===== src/rtl/reg_write_arbiter_pkg.sv =====
// Shared types and constants for the shared-register write arbiter and its
// round-robin picker.
package reg_write_arbiter_pkg;

    typedef enum logic [1:0] {
        IDLE  = 2'd0,
        ISSUE = 2'd1,
        ACK   = 2'd2
    } arb_state_e;

    localparam logic OP_LD  = 1'b0;
    localparam logic OP_CLR = 1'b1;

    // Index width for n requesters; never narrower than one bit.
    function automatic int unsigned idx_width(input int unsigned n);
        return (n > 2) ? $clog2(n) : 1;
    endfunction

endpackage


===== src/rtl/reg_write_arbiter_rr_priority_picker.sv =====
// Combinational round-robin picker: first set request at or above the pointer,
// wrapping to the lowest requests below it.
module rr_priority_picker #(
    parameter int unsigned N_REQ = 4,
    parameter int unsigned IDX_W = 2
) (
    input  logic [N_REQ-1:0] req_i,
    input  logic [IDX_W-1:0] ptr_i,
    output logic [N_REQ-1:0] win_onehot_o,
    output logic [IDX_W-1:0] win_idx_o,
    output logic             valid_o
);

    logic found;

    // Upper pass covers [ptr, N_REQ), lower pass covers [0, ptr).
    always_comb begin
        win_onehot_o = '0;
        win_idx_o    = '0;
        found        = 1'b0;
        for (int unsigned i = 0; i < N_REQ; i++) begin
            if (!found && req_i[i] && (IDX_W'(i) >= ptr_i)) begin
                found           = 1'b1;
                win_onehot_o[i] = 1'b1;
                win_idx_o       = IDX_W'(i);
            end
        end
        for (int unsigned i = 0; i < N_REQ; i++) begin
            if (!found && req_i[i] && (IDX_W'(i) < ptr_i)) begin
                found           = 1'b1;
                win_onehot_o[i] = 1'b1;
                win_idx_o       = IDX_W'(i);
            end
        end
    end

    assign valid_o = |req_i;

endmodule


===== src/rtl/reg_write_arbiter.sv =====
// Sequences load/clear writes from N_REQ requesters into one shared register
// using a req/gnt/ack handshake with round-robin priority.
module reg_write_arbiter
    import reg_write_arbiter_pkg::*;
#(
    parameter int unsigned N_REQ  = 4,
    parameter int unsigned DATA_W = 16
) (
    input  logic                    clk,
    input  logic                    reset,
    input  logic [N_REQ-1:0]        req,
    input  logic [N_REQ-1:0]        req_clr,
    input  logic [N_REQ*DATA_W-1:0] req_data,
    output logic [N_REQ-1:0]        gnt,
    output logic [N_REQ-1:0]        ack,
    output logic                    c_ld,
    output logic                    c_clr,
    output logic [DATA_W-1:0]       d_out,
    output logic                    busy
);

    localparam int unsigned IDX_W = idx_width(N_REQ);

    arb_state_e          state_q, state_d;
    logic [IDX_W-1:0]    ptr_q, ptr_d;
    logic [IDX_W-1:0]    win_q, win_d;
    logic [N_REQ-1:0]    gnt_q, gnt_d;
    logic [N_REQ-1:0]    ack_q, ack_d;
    logic                c_ld_q, c_ld_d;
    logic                c_clr_q, c_clr_d;
    logic [DATA_W-1:0]   d_out_q, d_out_d;
    logic                busy_q, busy_d;

    logic [N_REQ-1:0]    pick_onehot;
    logic [IDX_W-1:0]    pick_idx;
    logic                pick_valid;
    logic [DATA_W-1:0]   sel_data;
    logic                sel_clr;

    rr_priority_picker #(
        .N_REQ (N_REQ),
        .IDX_W (IDX_W)
    ) u_picker (
        .req_i        (req),
        .ptr_i        (ptr_q),
        .win_onehot_o (pick_onehot),
        .win_idx_o    (pick_idx),
        .valid_o      (pick_valid)
    );

    // One-hot mux of the winner's operands.
    always_comb begin
        sel_data = '0;
        sel_clr  = 1'b0;
        for (int unsigned i = 0; i < N_REQ; i++) begin
            if (pick_onehot[i]) begin
                sel_data = req_data[i*DATA_W +: DATA_W];
                sel_clr  = req_clr[i];
            end
        end
    end

    always_ff @(posedge clk) begin
        if (reset) begin
            state_q <= IDLE;
            ptr_q   <= '0;
            win_q   <= '0;
            gnt_q   <= '0;
            ack_q   <= '0;
            c_ld_q  <= 1'b0;
            c_clr_q <= 1'b0;
            d_out_q <= '0;
            busy_q  <= 1'b0;
        end else begin
            state_q <= state_d;
            ptr_q   <= ptr_d;
            win_q   <= win_d;
            gnt_q   <= gnt_d;
            ack_q   <= ack_d;
            c_ld_q  <= c_ld_d;
            c_clr_q <= c_clr_d;
            d_out_q <= d_out_d;
            busy_q  <= busy_d;
        end
    end

    always_comb begin
        state_d = state_q;
        case (state_q)
            IDLE:    if (pick_valid) state_d = ISSUE;
            ISSUE:   state_d = ACK;
            ACK:     state_d = IDLE;
            default: state_d = IDLE;
        endcase
    end

    // Outputs are computed one cycle ahead so that every port is a flop.
    always_comb begin
        gnt_d   = '0;
        ack_d   = '0;
        c_ld_d  = 1'b0;
        c_clr_d = 1'b0;
        d_out_d = '0;
        win_d   = win_q;
        ptr_d   = ptr_q;
        case (state_q)
            IDLE: begin
                if (pick_valid) begin
                    gnt_d   = pick_onehot;
                    win_d   = pick_idx;
                    c_clr_d = (sel_clr == OP_CLR);
                    c_ld_d  = (sel_clr == OP_LD);
                    d_out_d = (sel_clr == OP_CLR) ? '0 : sel_data;
                end
            end
            ISSUE: begin
                gnt_d   = gnt_q;
                ack_d   = gnt_q;
                d_out_d = d_out_q;
            end
            ACK: begin
                ptr_d = (win_q == IDX_W'(N_REQ - 1)) ? '0 : win_q + 1'b1;
            end
            default: ;
        endcase
        busy_d = (state_d != IDLE);
    end

    assign gnt   = gnt_q;
    assign ack   = ack_q;
    assign c_ld  = c_ld_q;
    assign c_clr = c_clr_q;
    assign d_out = d_out_q;
    assign busy  = busy_q;

    a_strobe_excl: assert property (@(posedge clk) disable iff (reset) !(c_ld && c_clr));
    a_strobe_issue: assert property (@(posedge clk) disable iff (reset)
        (c_ld || c_clr) |-> (state_q == ISSUE));
    a_gnt_onehot: assert property (@(posedge clk) disable iff (reset) $onehot0(gnt));

endmodule


===== config.mk =====
export PLATFORM = sky130hd
export DESIGN_NAME = reg_write_arbiter
export DESIGN_NICKNAME = d
export VERILOG_FILES = /design/src/rtl/reg_write_arbiter_pkg.sv /design/src/rtl/reg_write_arbiter_rr_priority_picker.sv /design/src/rtl/reg_write_arbiter.sv
export SDC_FILE = /design/constraint.sdc
export NUM_CORES = 1
export LEC_CHECK = 0
export ABC_AREA = 1
export BUFFER_PORTS_ARGS = -buffer_cell sky130_fd_sc_hd__clkbuf_2
export CORE_MARGIN = 2
export CORE_UTILIZATION = 40
export DETAILED_ROUTE_END_ITERATION = 8
export GPL_ROUTABILITY_DRIVEN = 0
export HOLD_SLACK_MARGIN = 0.02
export PLACE_DENSITY = 0.77
export SYNTH_ARGS = -nofsm -noshare
export SYNTH_HDL_FRONTEND = slang
export SYNTH_SLANG_ARGS = --single-unit

===== constraint.sdc =====
create_clock -name clk -period 1.38 [get_ports clk]
set_input_delay 0.138 -clock clk [delete_from_list [all_inputs] [get_ports clk]]
set_output_delay 0.138 -clock clk [all_outputs]
set_load 0.1 [all_outputs]

==> flow_summary.yaml <==
power_and_ir_drop:
  power_uw: 3121
  seqPwrFrac_pct: 34.5
  internal_power_uw: 1809
  p_sw_uw: 1311
  worst_ir_drop_vdd_v: 0.0006433
  pwr-share-comb_pct: 42.7
  power_density_nw_per_um2: 1076
  pwr-share-clk_pct: 22.9
  power.leakage_uw: 0.001636
  sw_frac_of_total_pct: 42.02
global_routing:
  gr-total-overflow: 0
  track_usage_pct: 21.84
  antenna_found_initial: 0
  grt_pass1_vias: 2110
  grt_pass1_wl_um: 9094
  grt_max_degree: 18
die:
  initial_core_util_pct: 42.15
  design.core.area_um2: 4444
  die-area_um2: 5246
  num_rows: 24
  fp.dieW_um: 72.43
  ioPinCount: 101
  die-height_um: 72.43
synth:
  netlist_instances: 295
  ys_ff_latch: 33
  yosysWarnings: 0
  synth_area_um2: 1873
  synth_area_per_cell_um2: 6.349
  postSynthNetCount: 370
  yosysSeqAreaShare_pct: 35.27
  synth_cell_types: 25
clock_tree:
  cts-root-buf: "clkbuf_8"
  cts_tree: "built"
  clk_latency_ns: 0.28
  clkTransAtPathRegs_ns: 0.07
  cts_max_path_buffers: 2
  cts_buffers: 5
  cts.sinks: 33
  cts.htree.levels: 2
route:
  drt_first_pass_iters: 4
  vias_per_cell: 4.695
  routedWlPerCell_um: 12.13
  drt_iter0_drc: 122
  ant_nets: 0
  vias: 2263
  drcViolationCount: 0
  routed_wirelength_um: 5846
timing:
  rsz0062_at_grt: "true"
  clock.fmax_mhz: 646.3
  finalCritPeriodShare_pct: 112.1
  setup_tns_ns: -2.193
  finalSetupViolations: 17
  layout_setup_ws_ns: -0.1672
  min_period_ns: 1.547
  worstMarginPinSlew_ns: 0.5577
  maxSlewHeadroom_pct: 62.98
  slew_viol_final: 0
  finClkSkew_ns: 0.004441
  finalHoldViolCount: 0
setup_path:
  critical_path.slowest_cell: "dfxtp_2"
  cp.required_ns: 1.61
  cp_common_cell: "nand2_1"
  cp_top_family: "simple AND/OR/NAND/NOR gates"
  critPathKind: "reg2reg"
  cp_max_fo: 12
  path_buf_inv: 2
  slowest_delay_ns: 0.36
  end_kind: "flop"
  start_kind: "flop"
  crit_chain: "nor2_2 > nand2_2 > nand2_4 > nor2_4 > nand3_2 > nand2_4 > inv_4 > buf_12 > nand2_2 > nand2_1 > a21oi_2 > nand2_1 > nand2_1"
  worstPathArrival_ns: 1.78
finish:
  nFillCells: 374
  drive_gt1_share_pct: 46.98
  multiInputGateArea_um2: 1091
  syn_to_final_growth_pct: 54.91
  antenna_cells: 0
  seqCellArea_um2: 665.6
  nets: 504
  utilization_pct: 65.29
min_path:
  hp-class: "in2reg"
placed_design:
  pre_cts_ws_ns: -0.2071
  portBuffers: 100
  post-dp-hpwl_um: 4432
run:
  max_cap_violations: 0
run_status:
  failed_checks: "setup timing"
  status: "finished, violations left"
worst paths after layout:
path	from	endpoint	slack [ns]	cells after the start
worst max-delay path	ptr_q[1]	d_out[7]	-0.17	13
worst min-delay path	reset	ptr_q[0]	0.11	2
worst min register to register	d_out[14]	d_out[14]	0.45	2
worst max register to register	ptr_q[1]	d_out[7]	-0.17	13
metal layers:
metal  share of wire (%)  GRT usage [%]  wire length, um  up-vias
met4                 1.1          4.733               63        0
met3                 5.6          4.444              326        8
met5                   0              0                0        -
li1                    -              -                -     1174
met1                  41          26.70             2406      996
met2                  52          39.45             3050       85
power groups by stage:
| stage | Sequential, uW | Combinational, uW | Clock [uW] |
|---|---|---|---|
| after floorplan | 1540 | 430 | 0 |
| after global placement | 1100 | 1230 | 0 |
| after detailed placement | 1100 | 1240 | 0 |
| after CTS | 1080 | 1270 | 719 |
| after global routing | 1080 | 1420 | 761 |
| final | 1080 | 1330 | 714 |
kinds of logic after synthesis:
logic type / count (synthesis) / synth area share [%]
AOI/OAI and AO/OA: 40 / 12.89
buffers and inverters: 45 / 10.49
and+or+nand+nor: 176 / 40.68
adders and majority gates: 1 / 0.6679
DFF: 33 / 35.27
final cells by class:
type | instances | share of cell area [%]
clock inverters | 3 | 0.6037
flip-flops and latches | 33 | 22.94
inverters | 37 | 4.873
well taps | 52 | 2.242
multi-input cells | 217 | 37.60
clock buffers | 5 | 2.372
repair buffers | 135 | 29.37
state kept, by name (all words and copies together) (netlist names):
signal,cells
busy,1
win_q,2
d_out,16
ack,4
ptr_q,2
state_q,2
c_ld,1
gnt,4
c_clr,1
stage by stage:
stage | cells | cell area, um^2 | hold WS, ns
after floorplan | 295 | 1912 | 0.1997
after global placement | 469 | 2679 | 0.3973
after detailed placement | 469 | 2679 | 0.4000
after CTS | 480 | 2814 | 0.1074
after global routing | 482 | 2902 | 0.1311
final | 482 | 2902 | 0.1066
repair_timing:
item                       in CTS  in global routing
setup endpoints to repair      19                 23
cloned                          0                  1
resized for setup               4                 21
setup buffers                   3                  2
hold buffers                    0                  0
pin swaps                       8                 10
synthesized netlist by cell type:
library cell | instances | share of area (%)
inv_1 | 31 | 6.2
nor2_2 | 2 | 0.67
o21ai_0 | 3 | 0.80
a21oi_1 | 24 | 6.4
nand3_1 | 3 | 0.80
nand2_1 | 126 | 25
a211oi_1 | 1 | 0.40
nand2_4 | 3 | 1.8
clkinv_1 | 1 | 0.20
ha_1 | 1 | 0.67
nand3_2 | 1 | 0.53
nand4_4 | 1 | 1.1
inv_2 | 5 | 1.0
nand4_2 | 1 | 0.67
dfxtp_1 | 33 | 35
nand2_2 | 5 | 1.7
o31ai_1 | 1 | 0.40
o22ai_1 | 2 | 0.67
clkbuf_1 | 1 | 0.20
a21oi_2 | 9 | 4.2
buf_6 | 3 | 1.8
buf_2 | 4 | 1.1
nor2_1 | 30 | 6.0
nor2_4 | 3 | 1.8
nor4_1 | 1 | 0.33
layout by cell type (no fill, tap or decap), types with 3 or more instances in the layout:
| cell type | netlist | final |
|---|---|---|
| nand2_4 | 3 | 4 |
| nor2_2 | 2 | 6 |
| a21oi_1 | 24 | 22 |
| nand2_1 | 126 | 109 |
| nor2_1 | 30 | 26 |
| inv_1 | 31 | 30 |
| inv_2 | 5 | 6 |
| dfxtp_1 | 33 | 31 |
| nand2_2 | 5 | 21 |
| nor2_4 | 3 | 3 |
| buf_4 | 0 | 26 |
| buf_12 | 0 | 4 |
| clkbuf_2 | 0 | 99 |
| clkbuf_8 | 0 | 5 |
| a21oi_2 | 9 | 11 |
| buf_6 | 3 | 5 |
Note: power is estimated with default switching activity, not from simulation.
